[src/rtl/sad_bank_writer.sv]
// Writes one raster-order frame into the 16 MultiMem banks feeding the Sadder array.
// Column c of each row goes to bank c mod 16 at word row*(COLS/16) + c/16.
module sad_bank_writer #(
  parameter int unsigned DATA_W = 8,
  parameter int unsigned COLS   = 64,
  parameter int unsigned ROWS   = 64,
  parameter int unsigned ADDR_W = 8
) (
  input  logic              Clk,
  input  logic              Reset,
  input  logic              Start,
  input  logic              InValid,
  input  logic [DATA_W-1:0] InData,
  output logic              InReady,
  output logic [ADDR_W-1:0] Address,
  output logic [DATA_W-1:0] WriteData,
  output logic [15:0]       MemWrite,
  output logic              Busy,
  output logic              Done,
  output logic [7:0]        FrameCount
);

  localparam int unsigned NBANK = 16;
  localparam int unsigned COL_W = $clog2(COLS);
  localparam int unsigned ROW_W = (ROWS > 1) ? $clog2(ROWS) : 1;
  localparam int unsigned WPR   = COLS / NBANK;

  typedef enum logic [1:0] {IDLE, LOAD, FLUSH, DONE} state_t;

  state_t            state, state_d;
  logic [COL_W-1:0]  col, col_d;
  logic [ROW_W-1:0]  row, row_d;
  logic [ADDR_W-1:0] addr_d;
  logic [DATA_W-1:0] wdata_d;
  logic [NBANK-1:0]  we_d;
  logic [7:0]        fcount_d;
  logic              accept;
  logic              last_col;
  logic              last_row;

  // InReady is high exactly while in LOAD, so it doubles as the accept qualifier.
  always_comb begin
    accept   = InValid && InReady;
    last_col = (col == COL_W'(COLS - 1));
    last_row = (row == ROW_W'(ROWS - 1));
  end

  always_ff @(posedge Clk) begin
    if (Reset) state <= IDLE;
    else       state <= state_d;
  end

  // Next state plus next values for every registered output and counter.
  always_comb begin
    state_d  = state;
    col_d    = col;
    row_d    = row;
    addr_d   = Address;
    wdata_d  = WriteData;
    we_d     = '0;
    fcount_d = FrameCount;

    case (state)
      IDLE: begin
        if (Start) begin
          state_d = LOAD;
          col_d   = '0;
          row_d   = '0;
        end
      end
      LOAD: begin
        if (accept) begin
          addr_d  = ADDR_W'(row) * ADDR_W'(WPR) + ADDR_W'(col >> 4);
          wdata_d = InData;
          we_d    = NBANK'(1) << col[3:0];
          if (last_col) begin
            col_d = '0;
            row_d = row + ROW_W'(1);
            if (last_row) state_d = FLUSH;
          end else begin
            col_d = col + COL_W'(1);
          end
        end
      end
      FLUSH:   state_d = DONE;
      DONE:    state_d = IDLE;
      default: state_d = IDLE;
    endcase

    if (state_d == DONE) fcount_d = FrameCount + 8'd1;
  end

  // Output and counter registers, all loaded from the next-state logic.
  always_ff @(posedge Clk) begin
    if (Reset) begin
      col        <= '0;
      row        <= '0;
      InReady    <= 1'b0;
      Address    <= '0;
      WriteData  <= '0;
      MemWrite   <= '0;
      Busy       <= 1'b0;
      Done       <= 1'b0;
      FrameCount <= '0;
    end else begin
      col        <= col_d;
      row        <= row_d;
      InReady    <= (state_d == LOAD);
      Address    <= addr_d;
      WriteData  <= wdata_d;
      MemWrite   <= we_d;
      Busy       <= (state_d != IDLE);
      Done       <= (state_d == DONE);
      FrameCount <= fcount_d;
    end
  end

endmodule
[config.mk]
export PLATFORM = sky130hd
export DESIGN_NAME = sad_bank_writer
export DESIGN_NICKNAME = d
export VERILOG_FILES = /design/src/rtl/sad_bank_writer.sv
export SDC_FILE = /design/constraint.sdc
export NUM_CORES = 1
export LEC_CHECK = 0
export CAP_MARGIN = 20
export CORE_MARGIN = 2
export CORE_UTILIZATION = 44
export CTS_BUF_LIST = sky130_fd_sc_hd__clkbuf_4 sky130_fd_sc_hd__clkbuf_8 sky130_fd_sc_hd__clkbuf_16
export DETAILED_ROUTE_END_ITERATION = 10
export PLACE_DENSITY = 0.75
export SLEW_MARGIN = 20
export SYNTH_ARGS = -nofsm -noshare
export SYNTH_HDL_FRONTEND = slang
export SYNTH_SLANG_ARGS = --single-unit
[constraint.sdc]
create_clock -name Clk -period 1.8 [get_ports Clk]
set_input_delay 0.36 -clock Clk [delete_from_list [all_inputs] [get_ports Clk]]
set_output_delay 0.36 -clock Clk [all_outputs]
set_load 0.02 [all_outputs]
# After elaboration in Yosys (flattened, before gate mapping)
# Index checks and enable logic that the tools add are counted.
[totals]
reg_bits = 57
in_bits = 12
wordCells = 47
[op_classes]
n_addsub = 4
n_eq_ne = 10
n_shift = 1
muxes = 12
bitwise = 2
reduce_logical = 8
[ops]
columns = ["cell", "n"]
rows = [
  ["2-to-1 mux 6 bit", 5],
  ["one-hot mux 6 bit (2 select lines)", 2],
  ["left shift 1 x 4 -> 16 bit, first input constant", 1],
  ["adder 6 x 1 -> 6 bit, second input constant", 2],
  ["== test 6 bit, second input constant", 2],
  ["adder 8 x 1 -> 8 bit, second input constant", 1],
  ["adder 8 x 2 -> 8 bit", 1],
  ["2-to-1 mux 2 bit", 4],
  ["one-hot mux 2 bit (4 select lines)", 1],
  ["== test 2 bit, second input constant", 3],
  ["inequality test 2 bit, second input constant", 3],
  ["== test 2 x 1 -> 1 bit, second input constant", 2],
  ["AND reduction 4 bit", 1],
  ["nonzero test 2 bit", 2],
  ["AND reduction 3 bit", 1],
  ["OR reduction 3 bit", 1],
  ["zero test 2 bit", 1],
  ["inverter 1 bit", 2],
  ["AND reduction 2 bit", 1],
  ["logical AND 1 bit", 1],
]

# Depth between registers and ports, before layout
[logic_depth]
ltp_word = 6
mapped_depth = 6
depth_no_buf = 5

# Worst setup path before layout
# Ideal clock, no wire load.
[synth_path]
kind = "register to register"
from = "register col[0]"
to = "register row[4]"
t_arrival_ps = 1613
slack_ps = 117
stages_incl_launch_ff = 7
n_path_buf = 1
period_less_slack_ps = 1683
cell_sequence = "dfxtp_1 -> ha_1 -> and3_1 -> a31oi_1 -> buf_2 -> or4_1 -> a21boi_1"
[synth_between]
elab_chain_len = 3
[synth_lines]
columns = ["item", "line_no", "text"]
rows = [
  ["start, declared", "31", "logic [COL_W-1:0] col, col_d;"],
  ["start signal, assigned", "106", "col <= col_d;"],
  ["== test 6 bit", "44", "last_col = (col == COL_W'(COLS - 1));"],
  ["inequality test 2 bit (no line)", "--", ""],
  ["AND reduction 4 bit (no line)", "--", ""],
  ["end signal, assigned", "107", "row <= row_d;"],
  ["end, declared", "32", "logic [ROW_W-1:0] row, row_d;"],
]
# No other way between the ends.
# A chain may end at the register's enable or synchronous reset.

# Final worst setup path
[layout_path]
from = "register FrameCount[4]"
to = "output port FrameCount[4]"
[layout_rtl]
columns = ["item", "line_no", "text"]
rows = [
  ["start, declared", "20", "output logic [7:0] FrameCount"],
  ["start signal, assigned", "114", "FrameCount <= fcount_d;"],
]
# No word-level cell between the ends.

==> flow_metrics.env <==
export IMPL_synth_edf_count=0
export IMPL_path_class="reg -> out"
export IMPL_instances_no_fill=389
export IMPL_crit_arrival_ns=1.38
export IMPL_crit_required_ns=1.44
export IMPL_drt_initial_drc_count=131
export IMPL_crit_path_start_kind="flip-flop"
export IMPL_layout_drive_gt1_share=0.127
export IMPL_grt_max_degree=20
export IMPL_ys_seq_elements=57
export IMPL_cp_cell_sequence="clkdlybuf4s50_1"
export IMPL_n_fill_cell=403
export IMPL_synth_adder_area_share=0.0452
export IMPL_avgRoutedWirePerCell_um=12.5
export IMPL_ys_seq_area_frac=0.516
export IMPL_drc=0
export IMPL_start_util=0.462
export IMPL_status="finished, final reports clean"
export IMPL_first_global_vias=1715
export IMPL_insertion_delay_ns=0.33
export IMPL_slew_headroom=0.723
export IMPL_cp_top_family="buffers and inverters"
export IMPL_drt_first_pass_iters=4
export IMPL_synth_xor_xnor_area_share=0.0356
export IMPL_port_buffers=54
export IMPL_synth_area_per_cell_um2=9.07
export IMPL_hold_class="reg -> reg"
export IMPL_grt_pass1_wl_um=7870
export IMPL_ys_flop_type="dfxtp_1"
export IMPL_io_pins=55
export IMPL_synth_top_family_by_area="simple AND/OR/NAND/NOR gates"
export IMPL_cap_violations=0
export IMPL_clkSinkCount=57
export IMPL_finalHoldViolCount=0
export IMPL_antenna_cells=0
export IMPL_crit_path_max_fanout=5
export IMPL_worst_pin_slew_ns=0.405
export IMPL_setup_violations=0
export IMPL_place_congestion=0.873
export IMPL_fp_row_count=25
export IMPL_fin_nets=337
export IMPL_design_core_area_um2=4790
export IMPL_skew_ns=0.00624
export IMPL_cts_max_level=3
export IMPL_peakVddDrop_v=0.000463
export IMPL_die_area_um2=5610
export IMPL_cts_tree="built"
export IMPL_end_kind="output port"
export IMPL_vias_per_cell=5.04
export IMPL_numCtsBuffers=9
export IMPL_synth_area_um2=2210
export IMPL_finalCritPeriodShare=0.966
export IMPL_synthCells=244
export IMPL_synth_compound_area_share=0.113
export IMPL_synthSimpleGateAreaFrac=0.254
export IMPL_synthMuxAreaShare=0.00452
export IMPL_cts_path_max_buffers=2
export IMPL_fmax_ghz=0.575
export IMPL_gr_total_overflow=0
export IMPL_power_density_nw_per_um2=796
export IMPL_syn_nets=264
export IMPL_rsz0062_at_grt="false"
export IMPL_vias=1960
export IMPL_cts_root_buf="clkbuf_8"
export IMPL_ant_nets=0
export IMPL_synth_distinct_cells=39
export IMPL_p_leak_nw=1.19
export IMPL_yosys_warnings=0
export IMPL_synthArstFlopShare=0
export IMPL_maxSlewViolCount=0
export IMPL_track_usage=0.188
export IMPL_die_height_um=74.9
export IMPL_post_route_util=0.652
export IMPL_cpMaxStageDelayCell="clkdlybuf4s50_1"
export IMPL_ctsHoldBuffers=0
export IMPL_synthToLayoutAreaGrowth_pct=41.0
export IMPL_wl_um=4870
export IMPL_hpwlAfterDp_um=3390
export IMPL_cts_clk_slew_worst_paths_ns=0.06
export IMPL_final_min_clock_period_ns=1.74
export IMPL_critPathMaxStageDelay_ns=0.64
export IMPL_path_buf_inv=1
export IMPL_antenna_found_initial=0
export IMPL_dpl_cell_count=373
export IMPL_die_w_um=74.9
[cell families after synthesis]
family,count (synthesis)
AO/OA/AOI/OAI,43
adder cells (fa/ha/maj),8
XOR/XNOR,9
buffers and inverters,15
AND/OR/NAND/NOR,111
flip-flops,57
multiplexers,1
[state kept, by name, indices dropped and copies added (netlist names)]
register	count
FrameCount	8
state	2
col	6
WriteData	8
InReady	1
Busy	1
Address	8
MemWrite	16
row	6
Done	1
[path summary, 6_finish.rpt]
path,startpoint,end,slack (ns),depth (start not counted)
setup / recovery,FrameCount[4]$_SDFFE_PP0N_,FrameCount[4],0.06,1
hold / removal,WriteData[5]$_SDFFE_PP0P_,WriteData[5]$_SDFFE_PP0P_,0.45,2
setup reg to reg,col[0]$_SDFFE_PP0P_,row[4]$_SDFFE_PP0P_,0.11,6
hold reg to reg,WriteData[5]$_SDFFE_PP0P_,WriteData[5]$_SDFFE_PP0P_,0.45,2
[report_power, final]
group          leakage (nW)  switching (mW)  internal, mW
logic                 0.641           0.105        0.0963
clock network        0.0852           0.487         0.503
registers             0.461          0.0146          1.28
[layout make-up]
| cell class | instances | area, um^2 | share of cell area |
|---|---|---|---|
| sequential | 57 | 1140 | 0.366 |
| tap | 67 | 83.8 | 0.0269 |
| clock inverter | 6 | 35.0 | 0.0112 |
| inverter | 3 | 11.3 | 0.00361 |
| timing repair buffer | 74 | 702 | 0.225 |
| multi-input combinational | 172 | 1010 | 0.325 |
| clock buffer | 10 | 131 | 0.0421 |
[synth_stat cells (4+ instances only)]
| cell | number | area share |
|---|---|---|
| dfxtp_1 | 57 | 0.52 |
| nand2_1 | 41 | 0.070 |
| a21oi_1 | 24 | 0.054 |
| and3_1 | 15 | 0.042 |
| nor2_1 | 15 | 0.025 |
| ha_1 | 8 | 0.045 |
| clkbuf_1 | 7 | 0.012 |
| nand3_1 | 6 | 0.014 |
| o21ai_0 | 6 | 0.014 |
| and2_1 | 5 | 0.014 |
| nand4_1 | 5 | 0.014 |
| nor3_1 | 5 | 0.011 |
| xor2_1 | 5 | 0.020 |
| or4_1 | 4 | 0.014 |
| xnor2_1 | 4 | 0.016 |
[repair_timing]
| item | in CTS | in global routing |
|---|---|---|
| setup buffers | 0 | 0 |
| endpoints found under the setup margin | 1 | 2 |
| pin swaps | 0 | 0 |
| gates resized for setup | 1 | 4 |
| hold endpoints to repair | 0 | 0 |
[cell usage in the layout, fill, tap and decap left out, types with 5 or more instances in the layout]
| cell type | instances |
|---|---|
| nand2_1 | 41 |
| clkbuf_8 | 9 |
| nand4_1 | 5 |
| nor2_1 | 15 |
| buf_4 | 19 |
| xor2_1 | 5 |
| o21ai_0 | 6 |
| ha_1 | 7 |
| a21oi_1 | 24 |
| dfxtp_1 | 56 |
| clkdlybuf4s50_1 | 53 |
| and3_1 | 15 |
| nor3_1 | 5 |
| and2_1 | 5 |
| nand3_1 | 6 |
[stage by stage]
step	setup WS, ns	power (mW)	cell area (um^2)	hold slack [ns]	setup TNS, ns
final	0.0618	2.48	3120	0.452	0
after global routing	0.00272	2.58	3120	0.477	0
after CTS	0.0214	2.50	3110	0.457	0
after detailed placement	-0.221	1.51	2940	0.446	-1.02
after global placement	-0.126	1.51	2940	0.442	-0.530
after floorplan	0.117	1.42	2210	0.453	0
[metal layers]
metal	GRT usage	vias up	wire length (um)
met5	0	-	0
met2	0.281	49	2190
li1	-	995	-
met1	0.254	910	2350
met3	0.0469	6	265
met4	0.0952	0	59
Power figures use the tool's default switching activity.
